File: src/rtl/y_multicycle_ctrl_pkg.sv
// Shared types and encodings for the multi-cycle RV32 subset sequencer
// and its ALU-op decoder.
package y_multicycle_ctrl_pkg;

  typedef enum logic [2:0] {
    ST_IDLE,
    ST_FETCH,
    ST_DECODE,
    ST_EXEC,
    ST_MEM,
    ST_WB,
    ST_HALT
  } state_t;

  localparam logic [6:0] OPC_R   = 7'h33;
  localparam logic [6:0] OPC_I   = 7'h13;
  localparam logic [6:0] OPC_LW  = 7'h03;
  localparam logic [6:0] OPC_SW  = 7'h23;
  localparam logic [6:0] OPC_BEQ = 7'h63;
  localparam logic [6:0] OPC_JAL = 7'h6F;

  localparam logic [2:0] ALU_ADD = 3'b010;
  localparam logic [2:0] ALU_SUB = 3'b110;
  localparam logic [2:0] ALU_OR  = 3'b001;
  localparam logic [2:0] ALU_AND = 3'b000;

  localparam logic [1:0] PC_SEL_INC = 2'b00;
  localparam logic [1:0] PC_SEL_BR  = 2'b01;
  localparam logic [1:0] PC_SEL_JMP = 2'b10;

  localparam logic [1:0] WB_ALU = 2'b00;
  localparam logic [1:0] WB_MEM = 2'b01;
  localparam logic [1:0] WB_PC4 = 2'b10;

  function automatic logic opc_legal(input logic [6:0] opc);
    return opc inside {OPC_R, OPC_I, OPC_LW, OPC_SW, OPC_BEQ, OPC_JAL};
  endfunction

endpackage

File: src/rtl/y_alu_op_dec.sv
// ALU operation decode from opcode/funct3/ins[30]; purely combinational so
// the single-cycle top can reuse it unchanged.
module y_alu_op_dec
  import y_multicycle_ctrl_pkg::*;
(
  input  logic [6:0] i_opcode,
  input  logic [2:0] i_funct3,
  input  logic       i_ins30,
  output logic [2:0] o_op
);

  always_comb begin
    o_op = ALU_ADD;
    if (i_opcode == OPC_BEQ) begin
      o_op = ALU_SUB;
    end else if (i_opcode == OPC_R) begin
      if (i_ins30)                 o_op = ALU_SUB;
      else if (i_funct3 == 3'b110) o_op = ALU_OR;
      else if (i_funct3 == 3'b111) o_op = ALU_AND;
    end
  end

endmodule

File: src/rtl/y_multicycle_ctrl.sv
// Multi-cycle sequencer for the yIF/yID/yEX/yDM/yWB datapath: steps each
// instruction through FETCH/DECODE/EXEC/MEM/WB and drives all strobes.
//
// state  | meaning
// IDLE   | waiting for start
// FETCH  | ir_we, instruction latched into IR
// DECODE | opcode/funct fields captured, illegal opcode halts
// EXEC   | ALU operation; beq retires here
// MEM    | data-memory access held until dmem_ready; sw retires here
// WB     | register write-back and PC update
// HALT   | illegal opcode or instruction limit reached; exits only via reset
module y_multicycle_ctrl
  import y_multicycle_ctrl_pkg::*;
#(
  parameter int CNT_W     = 16,
  parameter int MAX_INSTR = 0
) (
  input  logic             i_clk,
  input  logic             i_reset,
  input  logic             i_start,
  input  logic [31:0]      i_ins,
  input  logic             i_zero,
  input  logic             i_dmem_ready,
  output logic             o_busy,
  output logic             o_halted,
  output logic             o_ir_we,
  output logic             o_pc_we,
  output logic [1:0]       o_pc_sel,
  output logic             o_reg_write,
  output logic             o_alu_src,
  output logic [2:0]       o_op,
  output logic             o_mem_read,
  output logic             o_mem_write,
  output logic [1:0]       o_mem2reg,
  output logic [CNT_W-1:0] o_instr_count
);

  localparam logic [CNT_W:0] MAX_L = (CNT_W+1)'(MAX_INSTR);

  state_t           r_state;
  logic [6:0]       r_opcode;
  logic [2:0]       r_funct3;
  logic             r_ins30;
  logic [CNT_W-1:0] r_cnt;

  logic   [2:0] w_op_dec;
  logic         w_is_i, w_is_lw, w_is_sw, w_is_beq, w_is_jal;
  logic         w_pc_we, w_last;
  state_t       w_after_retire;
  logic         w_unused;

  assign w_unused = ^{i_ins[31], i_ins[29:15], i_ins[11:7]};

  assign w_is_i   = (r_opcode == OPC_I);
  assign w_is_lw  = (r_opcode == OPC_LW);
  assign w_is_sw  = (r_opcode == OPC_SW);
  assign w_is_beq = (r_opcode == OPC_BEQ);
  assign w_is_jal = (r_opcode == OPC_JAL);

  assign w_last = (MAX_INSTR != 0) && (({1'b0, r_cnt} + (CNT_W+1)'(1)) == MAX_L);
  assign w_after_retire = w_last ? ST_HALT : ST_FETCH;

  y_alu_op_dec u_alu_op_dec (
    .i_opcode (r_opcode),
    .i_funct3 (r_funct3),
    .i_ins30  (r_ins30),
    .o_op     (w_op_dec)
  );

  // ALU controls stay valid through MEM and WB so the unregistered ALU
  // result still feeds the memory address and the write-back value.
  always_comb begin
    o_op        = ALU_ADD;
    o_alu_src   = 1'b0;
    o_pc_sel    = PC_SEL_INC;
    o_reg_write = 1'b0;
    o_mem_read  = 1'b0;
    o_mem_write = 1'b0;
    o_mem2reg   = WB_ALU;
    w_pc_we     = 1'b0;
    if (r_state inside {ST_EXEC, ST_MEM, ST_WB}) begin
      o_op      = w_op_dec;
      o_alu_src = w_is_i || w_is_lw || w_is_sw;
    end
    case (r_state)
      ST_EXEC: begin
        if (w_is_beq) begin
          w_pc_we  = 1'b1;
          o_pc_sel = i_zero ? PC_SEL_BR : PC_SEL_INC;
        end
      end
      ST_MEM: begin
        o_mem_read  = w_is_lw;
        o_mem_write = w_is_sw;
        w_pc_we     = w_is_sw && i_dmem_ready;
      end
      ST_WB: begin
        o_reg_write = 1'b1;
        w_pc_we     = 1'b1;
        o_mem2reg   = w_is_lw ? WB_MEM : (w_is_jal ? WB_PC4 : WB_ALU);
        o_pc_sel    = w_is_jal ? PC_SEL_JMP : PC_SEL_INC;
      end
      default: ;
    endcase
  end

  assign o_pc_we       = w_pc_we;
  assign o_busy        = (r_state != ST_IDLE) && (r_state != ST_HALT);
  assign o_halted      = (r_state == ST_HALT);
  assign o_ir_we       = (r_state == ST_FETCH);
  assign o_instr_count = r_cnt;

  always_ff @(posedge i_clk) begin
    if (i_reset) begin
      r_state  <= ST_IDLE;
      r_opcode <= '0;
      r_funct3 <= '0;
      r_ins30  <= 1'b0;
      r_cnt    <= '0;
    end else begin
      if (w_pc_we && (r_cnt != '1)) r_cnt <= r_cnt + CNT_W'(1);
      case (r_state)
        ST_IDLE:   if (i_start) r_state <= ST_FETCH;
        ST_FETCH:  r_state <= ST_DECODE;
        ST_DECODE: begin
          r_opcode <= i_ins[6:0];
          r_funct3 <= i_ins[14:12];
          r_ins30  <= i_ins[30];
          r_state  <= opc_legal(i_ins[6:0]) ? ST_EXEC : ST_HALT;
        end
        ST_EXEC: begin
          if (w_is_beq)                 r_state <= w_after_retire;
          else if (w_is_lw || w_is_sw)  r_state <= ST_MEM;
          else                          r_state <= ST_WB;
        end
        ST_MEM:    if (i_dmem_ready) r_state <= w_is_lw ? ST_WB : w_after_retire;
        ST_WB:     r_state <= w_after_retire;
        default:   r_state <= r_state;
      endcase
    end
  end

endmodule

File: config.mk
export PLATFORM = sky130hd
export DESIGN_NAME = y_multicycle_ctrl
export DESIGN_NICKNAME = d
export VERILOG_FILES = /design/src/rtl/y_multicycle_ctrl_pkg.sv /design/src/rtl/y_alu_op_dec.sv /design/src/rtl/y_multicycle_ctrl.sv
export SDC_FILE = /design/constraint.sdc
export NUM_CORES = 1
export LEC_CHECK = 0
export BUFFER_PORTS_ARGS = -buffer_cell sky130_fd_sc_hd__buf_4
export CAP_MARGIN = 20
export CORE_UTILIZATION = 24
export CTS_BUF_LIST = sky130_fd_sc_hd__clkbuf_4
export DETAILED_ROUTE_END_ITERATION = 8
export PLACE_DENSITY = 0.51
export SYNTH_ARGS = -nofsm -noshare
export SYNTH_HDL_FRONTEND = slang
export SYNTH_SLANG_ARGS = --single-unit
export TNS_END_PERCENT = 30
File: constraint.sdc
create_clock -name i_clk -period 3.8 [get_ports i_clk]
set_clock_uncertainty 0.15 [all_clocks]
set_input_delay 0.57 -clock i_clk [delete_from_list [all_inputs] [get_ports i_clk]]
set_output_delay 0.57 -clock i_clk [all_outputs]
set_load 0.03 [all_outputs]
==> run summary, run 1 <==
Final Hold Viols = 0
routed via count = 1,612
Synth Instances = 203
Core ar. = 0.00649 mm2
DRC = 0
Post-Syn Area per Cell = 8.09 um2
unrepaired setup endpoints after global routing = false
area growth from synthesis to layout = 28.1%
worst endpoint data arrival time = 2.35 ns
routability cong. = 0.761
fin nets = 284
ant diodes = 0
drt pass-1 iters = 6
register area share after synthesis = 0.366
CTS root buf = clkbuf_4
ANT nets after route = 0
Place WS = 1.10 ns
die area = 0.00718 mm2
Synth Net Count = 241
CP Launch Point = r_state[2]
die height = 84.7 um
final setup TNS = 0 ns
Compound-Gate Fraction of Synth Area = 0.170
Core Util, Final = 0.324
Initial Util = 0.253
worst slew pin tran = 0.673 ns
post-synthesis mux area share = 0.0883
leakage = 0.786 nW
Yosys warning total = 0
fin worst setup slack = 0.725 ns
clock-pin slew on the worst setup and hold paths = 0.10 ns
most frequent cells in the layout = buf_4, dfxtp_1, nor2_1
1st-iter DRT viols = 110
Largest stage delay, worst path = 0.54 ns
critical path launch point type = register
Detailed Place HPWL = 3050 um
fin crit period = 3.07 ns
Worst EP required = 3.08 ns
max-capacitance violation count = 0
slowest cell on the critical path = or4_1
maximum vdd drop = 0.0807 mV
postcts setup bufs = 0
Slew Limit Fails = 0
synthesized flop and latch total = 30
worst path cell trace = nor2b_1 > a21oi_1 > or3_1 > or4_1 > nor2_1 > buf_4
r2r worst-path depth = 6
layout cells sized above 1 = 0.251
die extent in x = 84.7 um
DRT Wirelength = 4320 um
# clock sinks = 30
status = finished clean
library cells used by synthesis = 36
# H-tree levels = 2
Synth Area in XOR/XNOR = 0
CTS tree = yes
Critical Path Fanout Max = 11
largest family of logic cells by synthesized area = simple AND/OR/NAND/NOR gates
largest net degree at the start of global routing = 35
# port buffers = 46
Hold Crit Class = in -> reg
worst skew pair latency = 0.32 ns
Cell Area, Synth = 0.00164 mm2
crit path capture type = primary output
crit path to = o_op[0]
pwr dens = 375 mW/mm2
GRT Util Overall = 0.128
most common cell after layout, fill and taps aside = buf_4
DR WL/cell = 13.3 um
Hold Buf Count CTS = 0
post-synthesis adder-cell area fraction = 0.00762
fmax = 0.325 GHz
FF-to-FF setup slack = 1.47 ns
clk buf depth = 2
filler cell count = 676
CTS resizes = 0
Final Cycle Share = 0.809
Pwr Total = 788 uW
reg2reg start = r_state[2]
first-pass GRT wire length = 7310 um
Finish-stage setup viols = 0
Slew headroom = 0.551
Remaining Overflow, GRT = 0
initial antenna violation count = 0
top-level I/O count = 68
vias per inst = 4.98
row cnt = 29
number of global-route vias before repair = 1,492
simple-gate area share of the yosys netlist = 0.326
FF-to-FF End = o_instr_count[15]
Setup CP Type = reg -> out
clock buffer count from CTS = 5
registers in the layout, indices dropped and copies added, names as in the netlist:
signal	flops
r_state	3
r_funct3	3
r_opcode	7
o_instr_count	16
r_ins30	1
per-stage QoR:
stage                     hold slack (ns)  area (um2)  instances
final                               0.322        2100        324
after CTS                           0.305        2100        324
after global routing                0.348        2100        324
after global placement              0.329        2050        316
after floorplan                     0.311        1640        203
after detailed placement            0.342        2050        316
logic make-up after synthesis:
logic type | after synthesis
AND/OR/NAND/NOR | 94
adder cells (fa/ha/maj) | 1
multiplexers | 14
flip-flops | 30
buffers and inverters | 16
AO/OA/AOI/OAI | 48
Yosys cell counts:
cell       number  area, um2
nand4bb_4       1       27.5
or4_1           6       45.0
mux2i_1        10        100
a2111oi_0       1       8.76
o211ai_1        2       15.0
nand2b_1        3       18.8
buf_1           1       3.75
and2b_1         1       7.51
inv_1           4       15.0
o21a_1          2       15.0
or3b_2          1       8.76
ha_1            1       12.5
a31oi_1         2       12.5
and4_1          2       17.5
nand3b_1        3       22.5
mux2_2          4       45.0
or3_1          10       62.6
nor2b_1         5       31.3
clkbuf_1        5       18.8
buf_2           5       25.0
o21ai_0        15       75.1
dfxtp_1        30        601
nand3_1         3       15.0
a21oi_1        18       90.1
nor3b_1         2       15.0
and3_1          4       25.0
nand2_1         6       22.5
o31ai_1         5       37.5
buf_4           1       7.51
and2_1          5       31.3
o2111ai_1       2       17.5
nor3_1          6       30.0
nor2_1         28        105
a211oi_1        1       7.51
nor4_1          1       6.26
nand4_1         7       43.8
how the worst min path moves through the flow:
stage                  end  slack [ns]  cells after the start        start
6_report       r_funct3[0]        0.32                      3    i_ins[12]
5_1_grt        r_funct3[1]        0.35                      3    i_ins[13]
4_1_cts        r_funct3[0]        0.30                      3    i_ins[12]
3_5_place_dp   r_funct3[1]        0.34                      2  r_funct3[1]
2_1_floorplan  r_funct3[1]        0.31                      2  r_funct3[1]
3_3_place_gp   r_funct3[1]        0.33                      2  r_funct3[1]
routing by layer:
metal / track usage / vias up / share of wire
li1: - / 831 / -
met1: 0.180 / 755 / 0.52
met2: 0.188 / 24 / 0.44
met3: 0.0305 / 2 / 0.023
met4: 0.0508 / 0 / 0.0097
met5: 0 / - / 0
final cells by class:
cell class | count | area [um2] | share of cell area
Timing Repair Buffer | 48 | 360 | 0.171
Multi-Input combinational cell | 157 | 978 | 0.465
Inverter | 4 | 15.0 | 0.00713
Clock buffer | 6 | 45.0 | 0.0214
Clock inverter | 2 | 8.76 | 0.00416
Tap cell | 77 | 96.3 | 0.0458
Sequential cell | 30 | 601 | 0.285
worst max-delay path, delay by kind of cell (launching register included):
family                 cells  cell delay (ns)
flip-flops                 1             0.52
AND/OR/NAND/NOR            4             1.27
AO/OA/AOI/OAI              1             0.07
buffers and inverters      1             0.16
power breakdown:
part	internal (mW)	total (mW)	switching [mW]
Combinational	0.0925	0.209	0.116
Sequential	0.342	0.387	0.0446
Clock	0.0767	0.192	0.116
No activity file was read; power rests on OpenSTA's default activity.
==> inputs of run 2 (changes only) <==
--- a/config.mk
+++ b/config.mk
@@ -5,6 +5,7 @@
 export SDC_FILE = /design/constraint.sdc
 export NUM_CORES = 1
 export LEC_CHECK = 0
+export ABC_AREA = 1
 export BUFFER_PORTS_ARGS = -buffer_cell sky130_fd_sc_hd__buf_4
 export CAP_MARGIN = 20
 export CORE_UTILIZATION = 24
==> constraint.sdc (replaced) <==
create_clock -name i_clk -period 2.8 [get_ports i_clk]
set_clock_uncertainty 0.15 [all_clocks]
set_input_delay 0.42 -clock i_clk [delete_from_list [all_inputs] [get_ports i_clk]]
set_output_delay 0.42 -clock i_clk [all_outputs]
set_load 0.03 [all_outputs]
==> run summary, run 2 <==
drt pass-1 iters = 4
vias per inst = 4.53
Place WS = 0.671 ns
Combinational Power Share = 0.343
row cnt = 31
simple-gate area share of the yosys netlist = 0.399
post-synthesis mux area share = 0
postcts setup bufs = 0
Setup CP Type = reg -> out
number of global-route vias before repair = 1,728
Largest stage delay, worst path = 0.47 ns
register area share after synthesis = 0.331
Yosys top cell by area = dfxtp_1
Main synth FF type = dfxtp_1
# clock sinks = 30
Yosys warning total = 0
CTS tree = yes
worst endpoint data arrival time = 1.93 ns
number of flip-flops under the largest register name = 16
unrepaired setup endpoints after global routing = false
crit path capture type = primary output
DRT Wirelength = 4850 um
1st-iter DRT viols = 68
CP Launch Point = r_state[2]
most common cell after layout, fill and taps aside = nand2_1
die height = 88.9 um
Initial Util = 0.249
CTS root buf = clkbuf_4
number of flops mapped to enable cells by yosys = 0
Compound-Gate Fraction of Synth Area = 0.146
clock buffer count from CTS = 5
ant diodes = 0
Hold Buf Count CTS = 0
Detailed Place HPWL = 3690 um
Cell Int Power = 761 uW
final setup TNS = 0 ns
leakage = 0.976 nW
DR WL/cell = 11.4 um
Worst EP required = 2.23 ns
fin nets = 363
area growth from synthesis to layout = 27.2%
Sequential Power Share = 0.451
Remaining Overflow, GRT = 0
Core Util, Final = 0.317
Final Cycle Share = 0.894
FF-to-FF setup slack = 0.73 ns
status = finished clean
most frequent cells in the layout = nand2_1, nor2_1, buf_4
Post-Syn Area per Cell = 6.53 um2
library cells used by synthesis = 30
Synth Instances = 278
top cells by area, synth = dfxtp_1, nand2_1, nor2_1, nand3_1, inv_1
Net Sw Frac = 0.401
P_sw = 511 uW
CTS resizes = 0
FF-to-FF End = o_instr_count[0]
fin worst setup slack = 0.297 ns
largest family of logic cells by synthesized area = simple AND/OR/NAND/NOR gates
maximum vdd drop = 0.186 mV
worst slew pin tran = 0.455 ns
reg2reg start = o_instr_count[0]
routability cong. = 0.797
layout cells sized above 1 = 0.239
Synth Area in XOR/XNOR = 0.0241
die area = 0.00791 mm2
initial antenna violation count = 0
Post-synth ARST share = 0
synthesized flop and latch total = 30
slowest cell on the critical path = dfxtp_1
fmax = 0.399 GHz
routed via count = 1,927
Finish-stage setup viols = 0
clk buf depth = 2
Slew headroom = 0.696
Hold Crit Class = in -> reg
Critical Path Fanout Max = 8
clock share of power = 0.206
GRT Util Overall = 0.135
DRC = 0
first-pass GRT wire length = 8110 um
worst skew pair latency = 0.34 ns
Synth top area share = 0.331
critical path launch point type = register
# H-tree levels = 2
die extent in x = 88.9 um
top-level I/O count = 68
clock-pin slew on the worst setup and hold paths = 0.11 ns
most numerous cell in the Yosys netlist = nand2_1
largest net degree at the start of global routing = 18
crit path to = o_op[0]
pwr dens = 551 mW/mm2
worst path cell trace = nand3_1 > nand2_1 > nand2_1 > nor2_1 > nand4_1 > nor2_1 > buf_4
max-capacitance violation count = 0
# port buffers = 46
r2r worst-path depth = 11
Core ar. = 0.00729 mm2
Synth Net Count = 316
ANT nets after route = 0
fin crit period = 2.50 ns
Pwr Total = 1.27 mW
Post-synth top cells = nand2_1, nor2_1, dfxtp_1
Final Hold Viols = 0
Slew Limit Fails = 0
Cell Area, Synth = 0.00181 mm2
post-synthesis adder-cell area fraction = 0.00690
## run 2: cell count changes after synthesis, moves of 7 or more
cell / change
nand2_1: +50
inv_1: +25
nand3_1: +24
nor2_1: +22
a21oi_2: +10
mux2i_1: -10
or3_1: -10
a21oi_1: -7
## run 2: cell families after synthesis
logic type	Yosys count
compound gates	44
xor+xnor	5
fa+ha+maj	1
buf+inv	40
flops	30
simple gates	158
## run 2: stage by stage
step                area [um2]  instances  hold slack, ns
floorplan                 1810        278           0.294
global placement          2250        417           0.315
detailed placement        2250        417           0.324
CTS                       2310        425           0.135
global route              2310        425           0.134
finish                    2310        425           0.157
## run 2: how the worst min path moves through the flow
| stage | from | endpoint | slack, ns | cells after the start |
|---|---|---|---|---|
| final | i_ins[14] | r_funct3[2] | 0.16 | 3 |
| after global routing | i_ins[13] | r_funct3[1] | 0.13 | 3 |
| after CTS | i_ins[14] | r_funct3[2] | 0.14 | 3 |
| after detailed placement | r_ins30 | r_ins30 | 0.32 | 2 |
| after global placement | r_ins30 | r_ins30 | 0.31 | 2 |
| after floorplan | r_ins30 | r_ins30 | 0.29 | 2 |
## run 2: final cells by class
class / count / area [um2]
clock inverter: 2 / 8.76
timing repair buffer: 49 / 368
sequential: 30 / 601
fill: 844 / 4980
clock buffer: 6 / 45.0
multi-input combinational: 208 / 1050
inverter: 31 / 116
tap: 99 / 124
## run 2: critical path, delay by kind of cell (launching register included)
family / cells / cell delay (ns)
AND/OR/NAND/NOR: 6 / 0.95
flip-flops: 1 / 0.47
buffers and inverters: 1 / 0.17
## run 2: power by group through the flow
stage	logic (mW)	registers [mW]	clock network, mW
floorplan	0.314	0.569	0
global placement	0.436	0.583	0
detailed placement	0.438	0.583	0
CTS	0.440	0.573	0.276
global route	0.488	0.589	0.302
finish	0.436	0.574	0.262
## run 2: metal layers
metal	share of wire	up-vias	GRT usage
met5	0	-	0
met4	0.012	0	0.0390
met3	0.052	6	0.0369
met2	0.44	53	0.227
met1	0.50	863	0.170
li1	-	1005	-
